===== config.mk =====
export PLATFORM = sky130hd
export DESIGN_NAME = min_int_serial
export DESIGN_NICKNAME = d
export VERILOG_FILES = /design/src/rtl/min_int_serial.sv
export SDC_FILE = /design/constraint.sdc
export NUM_CORES = 1
export LEC_CHECK = 0
export ABC_AREA = 1
export CAP_MARGIN = 5
export CORE_MARGIN = 10
export CORE_UTILIZATION = 50
export CTS_CLUSTER_DIAMETER = 80
export DETAILED_ROUTE_END_ITERATION = 10
export DONT_BUFFER_PORTS = 1
export PLACE_DENSITY_LB_ADDON = 0.1
export SETUP_SLACK_MARGIN = 0.2
export SLEW_MARGIN = 40
export SYNTH_ARGS = -nofsm -noshare
export SYNTH_HDL_FRONTEND = slang
export SYNTH_SLANG_ARGS = --single-unit

===== constraint.sdc =====
create_clock -name clk -period 3.9 [get_ports clk]
set_clock_uncertainty 0.1 [all_clocks]
set_input_delay 0 -clock clk [delete_from_list [all_inputs] [get_ports clk]]
set_output_delay 0 -clock clk [all_outputs]
set_load 0.05 [all_outputs]

===== src/rtl/min_int_serial.sv =====
// Bit-serial signed minimum of two MSB-first operand streams, 1-cycle latency.
// Define MIN_SERIAL_SEL_OUT_EN to expose out_sel (final operand choice per word).
module min_int_serial #(
  parameter int WIDTH = 64
) (
  input  logic clk,
  input  logic rst_n,
  input  logic clr,
  input  logic in_valid,
  input  logic in_a,
  input  logic in_b,
  output logic out_valid,
  output logic out_y,
  output logic out_last
`ifdef MIN_SERIAL_SEL_OUT_EN
  ,
  output logic out_sel
`endif
);

  localparam int CW = (WIDTH > 1) ? $clog2(WIDTH) : 1;
  localparam logic [CW-1:0] CNT_MAX = CW'(WIDTH - 1);

  logic [CW-1:0] cnt;
  logic          decided;
  logic          pick_b;

  logic first;
  logic last;
  logic acc;
  logic dec_n;
  logic pb_n;
  logic y;

  // Per-bit decision: sign bit restarts the comparison, later bits refine it
  always_comb begin
    first = (cnt == '0);
    last  = (cnt == CNT_MAX);
    acc   = in_valid & ~clr;
    dec_n = decided;
    pb_n  = pick_b;
    y     = in_a;
    unique case (1'b1)
      first: begin
        if (in_a != in_b) begin
          dec_n = 1'b1;
          pb_n  = in_b;
          y     = 1'b1;
        end else begin
          dec_n = 1'b0;
          pb_n  = 1'b0;
          y     = in_a;
        end
      end
      (~first & ~decided): begin
        if (in_a != in_b) begin
          dec_n = 1'b1;
          pb_n  = in_a;
          y     = 1'b0;
        end else begin
          y = in_a;
        end
      end
      (~first & decided): begin
        y = pick_b ? in_b : in_a;
      end
      default: y = in_a;
    endcase
  end

  // Word framing counter; clr aborts the current word
  always_ff @(posedge clk or negedge rst_n) begin
    if (!rst_n) begin
      cnt <= '0;
    end else if (clr) begin
      cnt <= '0;
    end else if (in_valid) begin
      cnt <= last ? '0 : cnt + CW'(1);
    end
  end

  // Decision state held across the word
  always_ff @(posedge clk or negedge rst_n) begin
    if (!rst_n) begin
      decided <= 1'b0;
      pick_b  <= 1'b0;
    end else if (clr) begin
      decided <= 1'b0;
    end else if (in_valid) begin
      decided <= dec_n;
      pick_b  <= pb_n;
    end
  end

  // Registered outputs; out_y holds across bubbles
  always_ff @(posedge clk or negedge rst_n) begin
    if (!rst_n) begin
      out_valid <= 1'b0;
      out_y     <= 1'b0;
      out_last  <= 1'b0;
    end else begin
      out_valid <= acc;
      out_last  <= acc & last;
      if (acc) out_y <= y;
    end
  end

`ifdef MIN_SERIAL_SEL_OUT_EN
  // Final pick of the word, published with out_last
  always_ff @(posedge clk or negedge rst_n) begin
    if (!rst_n) begin
      out_sel <= 1'b0;
    end else if (acc & last) begin
      out_sel <= pb_n;
    end
  end
`endif

endmodule

==> impl_metrics.tcl, run 1 <==
set metrics [dict create \
    post-route-util 0.6581 \
    cts_tree "yes" \
    rows 12 \
    tightest_slew_ns 0.4923 \
    clock_path_buffers 2 \
    antenna_found_initial 0 \
    setup_tns_ns 0 \
    grt_pass1_vias 562 \
    ys_types 16 \
    nets 109 \
    dp_slack_ns 2.586 \
    hold_violations 0 \
    post_cts_buffers 0 \
    yosysSeqAreaShare 0.4198 \
    finalCriticalPeriod_ns 1.898 \
    die_h_um 56.21 \
    clk_latency_ns 0.27 \
    initial_core_util 0.5598 \
    use_met2 0.1370 \
    timing.critical_path.from_type "register" \
    timing.final.crit_share 0.4866 \
    hp-class "input port to register" \
    yosysWarnings 0 \
    met3_usage 0.03645 \
    fin_cells 111 \
    grt_max_degree 12 \
    busiest_layer "met2" \
    antenna_left 0 \
    cts.sinks 11 \
    relSlewSlack 0.6707 \
    max_freq_ghz 0.5270 \
    layout_commonest_cell "nand2_1" \
    crit_arrival_ns 1.96 \
    drive_gt1_frac 0.09278 \
    total_power_w 0.0002698 \
    post-place-cells 100 \
    place_congestion 0.8088 \
    setup_slack_ns 2.002 \
    via_per_inst 5.018 \
    critPathCaptureType "register" \
    dr.pass1.iters 4 \
    layout_common_cells "nand2_1 (26), inv_1 (14), dfrtp_1 (11), nand3_1 (8), dlygate4sd3_1 (7)" \
    numCtsBuffers 3 \
    avgRoutedWirePerCell_um 12.93 \
    synth-seq-cells 11 \
    routed_wl_mm 1.435 \
    drv_slew 0 \
    worstSetupPathType "register to register" \
    syn2layout_area_growth_pct 17.56 \
    h-tree-depth 1 \
    fillers 103 \
    rsz0062_at_grt "no" \
    setup_viol 0 \
    cap_violations 0 \
    grt.overflow.total 0 \
    n_antenna_cell 0 \
    port_buffers 0 \
    hpwl_um 967.8 \
    max-vdd-ir-drop_mv 0.1660 \
    critPathMaxFanout 6 \
    drt-initial-drc-count 16 \
    grt_use_met1 0.1155 \
    synth_nets 97 \
    num_io_pins 9 \
    die_area_mm2 0.003160 \
    root_buffer "clkbuf_4" \
    grt_usage 0.09453 \
    vias 557 \
    cp.required_ns 3.97 \
    status "complete, no violations" \
    drc 0 \
    die_w_um 56.21 \
    grt_pass1_wl_mm 2.490 \
    cts.clk_slew.worst_paths_ns 0.08 \
    syn_inst 86 \
    synth_area_um2 655.6 \
    synth.avg_cell_area_um2 7.624 \
    power.density_mw_per_mm2 350.0 \
    coreArea_mm2 0.001171 \
    p_leak_nw 0.4097 \
]
==> per-stage QoR <==
step | cell area (µm²) | hold slack (ns)
floorplan | 655.6 | -0.3956
CTS | 770.7 | 0.01062
global placement | 673.1 | -0.3952
detailed placement | 673.1 | -0.3952
global route | 770.7 | 0.05051
finish | 770.7 | 0.003277
==> metal layers <==
layer	vias to the layer above	wire [µm]	share of wire
li1	295	-	-
met1	240	700	0.49
met2	16	601	0.42
met3	6	86	0.060
met4	0	47	0.033
met5	-	0	0
==> synthesized netlist by cell type <==
cell type / number / area (µm²)
nand4_1: 1 / 6.260
nor3_1: 1 / 5.000
nand3b_1: 1 / 7.510
o21ai_1: 1 / 5.000
o21ai_0: 6 / 30.03
nand2_2: 1 / 6.260
ha_1: 5 / 62.56
nand3_1: 8 / 40.04
nand2_1: 26 / 97.59
nor2_2: 2 / 12.51
inv_1: 14 / 52.55
dfrtp_1: 11 / 275.3
nand3_4: 1 / 17.52
a21oi_2: 1 / 8.760
a21oi_1: 2 / 10.01
nor2_1: 5 / 18.77
==> worst max-delay path: stages, from the launching register on <==
cell and delay [ns]:
dfrtp_1 0.40, inv_1 0.10, ha_1 0.22, nand3_4 0.13, nand3_1 0.11, nand2_1 0.06
dlygate4sd3_1 0.55, nand2_1 0.07, nand2_1 0.05
==> power breakdown <==
group / internal (W) / leakage (nW) / total [W] / switching, W
clock network: 0.0000379 / 0.0177 / 0.0000828 / 0.0000448
registers: 0.000122 / 0.148 / 0.000137 / 0.0000155
logic: 0.0000207 / 0.244 / 0.0000497 / 0.0000291
total: 0.000180 / 0.410 / 0.000270 / 0.0000894
==> sequential cells by signal, summed over array words and instances, names as in the netlist <==
name,flops
cnt,6
decided,1
out_last,1
out_valid,1
out_y,1
pick_b,1
==> kinds of logic after synthesis <==
group / count (synthesis) / share of synthesized area
flip-flops: 11 / 0.4198
AO/OA/AOI/OAI: 10 / 0.08206
AND/OR/NAND/NOR: 46 / 0.3225
buffers and inverters: 14 / 0.08015
adder cells (fa/ha/maj): 5 / 0.09542
==> path summary, 6_finish.rpt <==
kind,startpoint,to,slack [ns],depth (start not counted)
worst max register to register,cnt[0]$_DFFE_PN0P_,pick_b$_DFFE_PN0P_,2.00,8
max in group asynchronous,rst_n,pick_b$_DFFE_PN0P_,3.35,1
worst max-delay path,cnt[0]$_DFFE_PN0P_,pick_b$_DFFE_PN0P_,2.00,8
worst min register to register,pick_b$_DFFE_PN0P_,pick_b$_DFFE_PN0P_,0.41,2
min in group asynchronous,rst_n,cnt[5]$_DFFE_PN0P_,0.02,1
worst min-delay path,in_b,out_y$_DFFE_PN0P_,0.003,5
==> layout make-up <==
class                           count  area, µm²  area share
Sequential cell                    11      275.3      0.3571
Tap cell                           14      17.52     0.02273
Clock buffer                        3      22.52     0.02922
Multi-Input combinational cell     61      327.8      0.4253
Timing Repair Buffer                7      70.07     0.09091
Inverter                           14      52.55     0.06818
Clock inverter                      1      5.005    0.006494
==> timing repair <==
action | in CTS | in global routing
gates resized for setup | 0 | 0
endpoints found under the hold margin | 22 | 0
hold buffers | 7 | 0
(Power assumes the default switching activity.)
==> run 2: changes to the inputs <==
clock period = 1.6 ns   (was 3.9 ns; I/O delays follow)
==> impl_metrics.tcl, run 2 (synthesized netlist as in run 1, its figures left out) <==
set metrics [dict create \
    status "complete, no violations" \
    layout_common_cells "nand2_1 (26), inv_1 (13), dfrtp_1 (11), nand3_1 (8), o21ai_0 (6)" \
    regArea_um2 275.3 \
    worstSetupPathType "register to register" \
    drv_slew 0 \
    drc 0 \
    regToRegSetupSlack_ns 0.31 \
    clock_path_buffers 2 \
    cp.required_ns 1.70 \
    hold_violations 0 \
    drt-initial-drc-count 12 \
    grt_use_met1 0.1135 \
    timing.final.crit_share 0.8063 \
    cpLargestDelayFamily "flip-flops" \
    hold_depth 5 \
    hpwl_mm 1.003 \
    cp_slowest_stage_delay_ns 0.41 \
    tightest_slew_ns 0.5057 \
    routed_wl_mm 1.381 \
    p_int_w 0.0004453 \
    h-tree-depth 1 \
    cts.sinks 11 \
    top_register "cnt" \
    die_h_um 56.21 \
    die_area_mm2 0.003160 \
    hold_end "out_y$_DFFE_PN0P_" \
    multi_input_area_um2 332.8 \
    busiest_layer "met2" \
    path_cells "ha_1 -> nand3_1 -> nor2_1 -> nor2_2 -> nand3_1 -> o21ai_0" \
    switching_share 0.3232 \
    cts_tree "yes" \
    p_clk_frac 0.309 \
    n_antenna_cell 0 \
    cp_slowest_cell "dfrtp_1" \
    p_leak_nw 0.3963 \
    root_buffer "clkbuf_4" \
    relSlewSlack 0.6617 \
    use_met2 0.1323 \
    antenna_found_initial 0 \
    post-place-cells 101 \
    timing.rr.start "cnt[0]$_DFFE_PN0P_" \
    setup_slack_ns 0.3099 \
    setup_tns_ns 0 \
    drive_gt1_frac 0.1250 \
    layout_commonest_cell "nand2_1" \
    max-vdd-ir-drop_mv 0.4694 \
    dr.pass1.iters 4 \
    grt_pass1_vias 540 \
    grt_pass1_wl_mm 2.394 \
    r2r_cells 6 \
    numCtsBuffers 3 \
    hp-class "input port to register" \
    fillers 92 \
    setup_viol 0 \
    via_per_inst 5.182 \
    cp_num_buf_inv 0 \
    grt_usage 0.09379 \
    cap_violations 0 \
    total_power_w 0.0006579 \
    p_switching_w 0.0002126 \
    port_buffers 0 \
    finalCriticalPeriod_ns 1.290 \
    grt.overflow.total 0 \
    grt_max_degree 12 \
    num_io_pins 9 \
    max_freq_ghz 0.7752 \
    combPwrFrac 0.211 \
    initial_core_util 0.5598 \
    place_congestion 0.7948 \
    critPathMaxFanout 3 \
    nets 108 \
    timing.critical_path.from_type "register" \
    crit_arrival_ns 1.39 \
    rsz0062_at_grt "no" \
    met3_usage 0.03645 \
    rows 12 \
    r2r-end "cnt[5]$_DFFE_PN0P_" \
    post_cts_buffers 0 \
    dp_slack_ns 0.2904 \
    fin_cells 110 \
    largest_reg_flops 6 \
    avgRoutedWirePerCell_um 12.55 \
    die_w_um 56.21 \
    power.density_mw_per_mm2 863.4 \
    cts.clk_slew.worst_paths_ns 0.08 \
    min_from "in_b" \
    post-route-util 0.6506 \
    pwr-share-seq 0.480 \
    path_common_cell "nand3_1" \
    coreArea_mm2 0.001171 \
    syn2layout_area_growth_pct 16.22 \
    antenna_left 0 \
    critPathCaptureType "register" \
    clk_latency_ns 0.28 \
    vias 570 \
]
## run 2: what timing repair did
| item | 4_1_cts | 5_1_grt |
|---|---|---|
| hold buffers | 5 | 0 |
| endpoints found under the hold margin | 22 | 0 |
| endpoints found under the setup margin | 0 | 3 |
| resized for setup | 0 | 3 |
## run 2: power by group through the flow
| stage | Sequential (W) | Combinational, W | Clock, W |
|---|---|---|---|
| 2_1_floorplan | 0.000336 | 0.0000783 | 0 |
| 3_3_place_gp | 0.000321 | 0.000118 | 0 |
| 3_5_place_dp | 0.000321 | 0.000120 | 0 |
| 4_1_cts | 0.000316 | 0.000138 | 0.000201 |
| 5_1_grt | 0.000319 | 0.000157 | 0.000215 |
| 6_report | 0.000316 | 0.000139 | 0.000203 |
## run 2: worst register-to-register path: stages (launching register included)
cell and delay [ns]:
dfrtp_1 0.41, ha_1 0.22, nand3_1 0.11, nor2_1 0.06, nor2_2 0.13, nand3_1 0.09
o21ai_0 0.09
## run 2: area by class of cell
type / instances / share of cell area
Inverter: 14 / 0.06897
Multi-Input combinational cell: 61 / 0.4368
Clock buffer: 4 / 0.03448
Sequential cell: 11 / 0.3612
Timing Repair Buffer: 6 / 0.07553
Tap cell: 14 / 0.02299
## run 2: how the worst max path moves through the flow
stage                       start  slack (ns)                  end  depth (start not counted)
2_1_floorplan  cnt[0]$_DFFE_PN0P_        0.37  decided$_DFFE_PN0P_                          7
4_1_cts        cnt[0]$_DFFE_PN0P_        0.27  decided$_DFFE_PN0P_                          7
5_1_grt        cnt[0]$_DFFE_PN0P_        0.21   cnt[5]$_DFFE_PN0P_                          6
3_5_place_dp   cnt[0]$_DFFE_PN0P_        0.29  decided$_DFFE_PN0P_                          7
3_3_place_gp   cnt[0]$_DFFE_PN0P_        0.28  decided$_DFFE_PN0P_                          7
6_report       cnt[0]$_DFFE_PN0P_        0.31   cnt[5]$_DFFE_PN0P_                          6
## run 2: stage by stage
stage	hold WS (ns)	instance area, µm²
floorplan	-0.3956	655.6
global placement	-0.3953	680.7
detailed placement	-0.3952	680.7
CTS	0.01445	757.0
global route	0.03891	762.0
finish	0.003695	762.0
## run 2: metal layers
metal  routed length (µm)  vias up
li1                     -      291
met1                  629      258
met2                  616       16
met3                   99        5
met4                   36        0
met5                    0        -
==> run 3: changes to the inputs <==
clock period = 1.1 ns   (was 1.6 ns; I/O delays follow)
==> impl_metrics.tcl, run 3 (synthesized netlist as in run 1, its figures left out) <==
set metrics [dict create \
    hold_violations 10 \
    h-tree-depth 1 \
    critPathMaxFanout 6 \
    grt_max_degree 12 \
    cpLargestDelayFamily "flip-flops" \
    crit_arrival_ns 1.33 \
    num_io_pins 9 \
    status "finished, violations left" \
    drv_slew 0 \
    dp_slack_ns -0.1650 \
    timing.rr.start "cnt[0]$_DFFE_PN0P_" \
    critPathCaptureType "register" \
    finalCriticalPeriod_ns 1.263 \
    clock_path_buffers 2 \
    path_cells "inv_2 -> ha_4 -> nand3_4 -> nand2_4 -> inv_2 -> o21ai_2 -> nand2_1" \
    top_register "cnt" \
    setup_slack_ns -0.1632 \
    relSlewSlack 0.6643 \
    grt_pass1_vias 574 \
    regArea_um2 277.8 \
    antenna_left 0 \
    cts_tree "yes" \
    path_common_cell "inv_2" \
    p_clk_frac 0.284 \
    drc 0 \
    busiest_layer "met2" \
    multi_input_area_um2 371.6 \
    rows 12 \
    clk_latency_ns 0.27 \
    die_h_um 56.21 \
    violations "hold timing, setup timing" \
    grt_pass1_wl_mm 2.546 \
    p_leak_nw 0.4196 \
    largest_reg_flops 6 \
    setup_viol 8 \
    tightest_slew_ns 0.5019 \
    p_int_w 0.0006725 \
    port_buffers 0 \
    die_w_um 56.21 \
    drive_gt1_frac 0.2871 \
    timing.critical_path.from_type "register" \
    timing.final.crit_share 1.148 \
    root_buffer "clkbuf_4" \
    via_per_inst 5.435 \
    total_power_w 0.0009847 \
    critPathLaunch "cnt[0]$_DFFE_PN0P_" \
    cap_violations 0 \
    worstSetupPathType "register to register" \
    numCtsBuffers 3 \
    cp_slowest_cell "dfrtp_1" \
    fillers 91 \
    n_antenna_cell 0 \
    avgRoutedWirePerCell_um 13.43 \
    r2r_cells 7 \
    p_switching_w 0.0003122 \
    nets 113 \
    drt-initial-drc-count 18 \
    power.density_mw_per_mm2 1164 \
    combPwrFrac 0.246 \
    grt.overflow.total 0 \
    syn2layout_area_growth_pct 29.01 \
    cp.required_ns 1.17 \
    use_met2 0.1496 \
    routed_wl_mm 1.545 \
    place_congestion 0.7646 \
    grt_usage 0.1013 \
    hold_ws_ns -0.1941 \
    rsz0062_at_grt "yes" \
    dr.pass1.iters 4 \
    max_freq_ghz 0.7917 \
    hp-class "input port to register" \
    layout_commonest_cell "nand2_1" \
    die_area_mm2 0.003160 \
    cp_num_buf_inv 2 \
    met3_usage 0.03417 \
    regToRegSetupSlack_ns -0.16 \
    vias 625 \
    cts.clk_slew.worst_paths_ns 0.07 \
    antenna_found_initial 0 \
    pwr-share-seq 0.470 \
    switching_share 0.3170 \
    path_depth 7 \
    max-vdd-ir-drop_mv 0.7214 \
    r2r-end "decided$_DFFE_PN0P_" \
    hpwl_mm 1.213 \
    grt_use_met1 0.1220 \
    cts_hold_buf 4 \
    layout_common_cells "nand2_1 (25), inv_1 (10), dfrtp_1 (9), nand3_1 (7), buf_4 (5)" \
    coreArea_mm2 0.001171 \
    cts.sinks 11 \
    critPathCapture "decided$_DFFE_PN0P_" \
    cp_slowest_stage_delay_ns 0.40 \
    initial_core_util 0.5598 \
]
-- run 3: how the worst min path moves through the flow --
stage          cells after the start  slack [ns]  startpoint                   to
3_5_place_dp                       0       -0.40       rst_n   cnt[5]$_DFFE_PN0P_
6_report                           3       -0.19    in_valid  decided$_DFFE_PN0P_
4_1_cts                            3       -0.19    in_valid  decided$_DFFE_PN0P_
2_1_floorplan                      0       -0.40       rst_n   cnt[0]$_DFFE_PN0P_
3_3_place_gp                       0       -0.40       rst_n   cnt[4]$_DFFE_PN0P_
5_1_grt                            3       -0.17    in_valid  decided$_DFFE_PN0P_
-- run 3: per-stage QoR --
step	instance area [µm²]	util	instances	TNS, ns
after floorplan	678.2	-	86	-0.2654
after CTS	827.0	0.7062	114	-0.9134
after global placement	733.2	0.6261	105	-0.7351
after global routing	845.8	0.7222	115	-1.827
final	845.8	0.7222	115	-0.9614
after detailed placement	733.2	0.6261	105	-0.9443
-- run 3: final cells by class --
cell class                      instances  share of cell area
Multi-Input combinational cell         61              0.4393
Tap cell                               14             0.02071
Timing Repair Buffer                   11              0.1183
Sequential cell                        11              0.3284
Clock buffer                            4             0.03107
Inverter                               14             0.06213
-- run 3: worst reg2reg max path, stage by stage (launching register included) --
cell and delay, ns:
dfrtp_1 0.40, inv_2 0.09, ha_4 0.15, nand3_4 0.12, nand2_4 0.10, inv_2 0.03, o21ai_2 0.11, nand2_1 0.06
-- run 3: timing repair --
action | 4_1_cts | 5_1_grt
setup endpoints to repair | 13 | 14
endpoints found under the hold margin | 22 | 10
gates resized for setup | 7 | 5
setup buffers | 1 | 1
pin swaps | 4 | 4
-- run 3: per-layer routing --
layer / up-vias / wire [µm] / share of wire
li1: 305 / - / -
met4: 0 / 29 / 0.019
met1: 293 / 666 / 0.43
met5: - / 0 / 0
met3: 4 / 112 / 0.072
met2: 23 / 736 / 0.48
-- run 3: power by group through the flow --
stage / combinational, W / clock [W] / sequential (W)
floorplan: 0.000123 / 0 / 0.000491
global placement: 0.000181 / 0 / 0.000469
detailed placement: 0.000188 / 0 / 0.000469
CTS: 0.000225 / 0.000286 / 0.000462
global route: 0.000267 / 0.000303 / 0.000467
finish: 0.000242 / 0.000280 / 0.000463
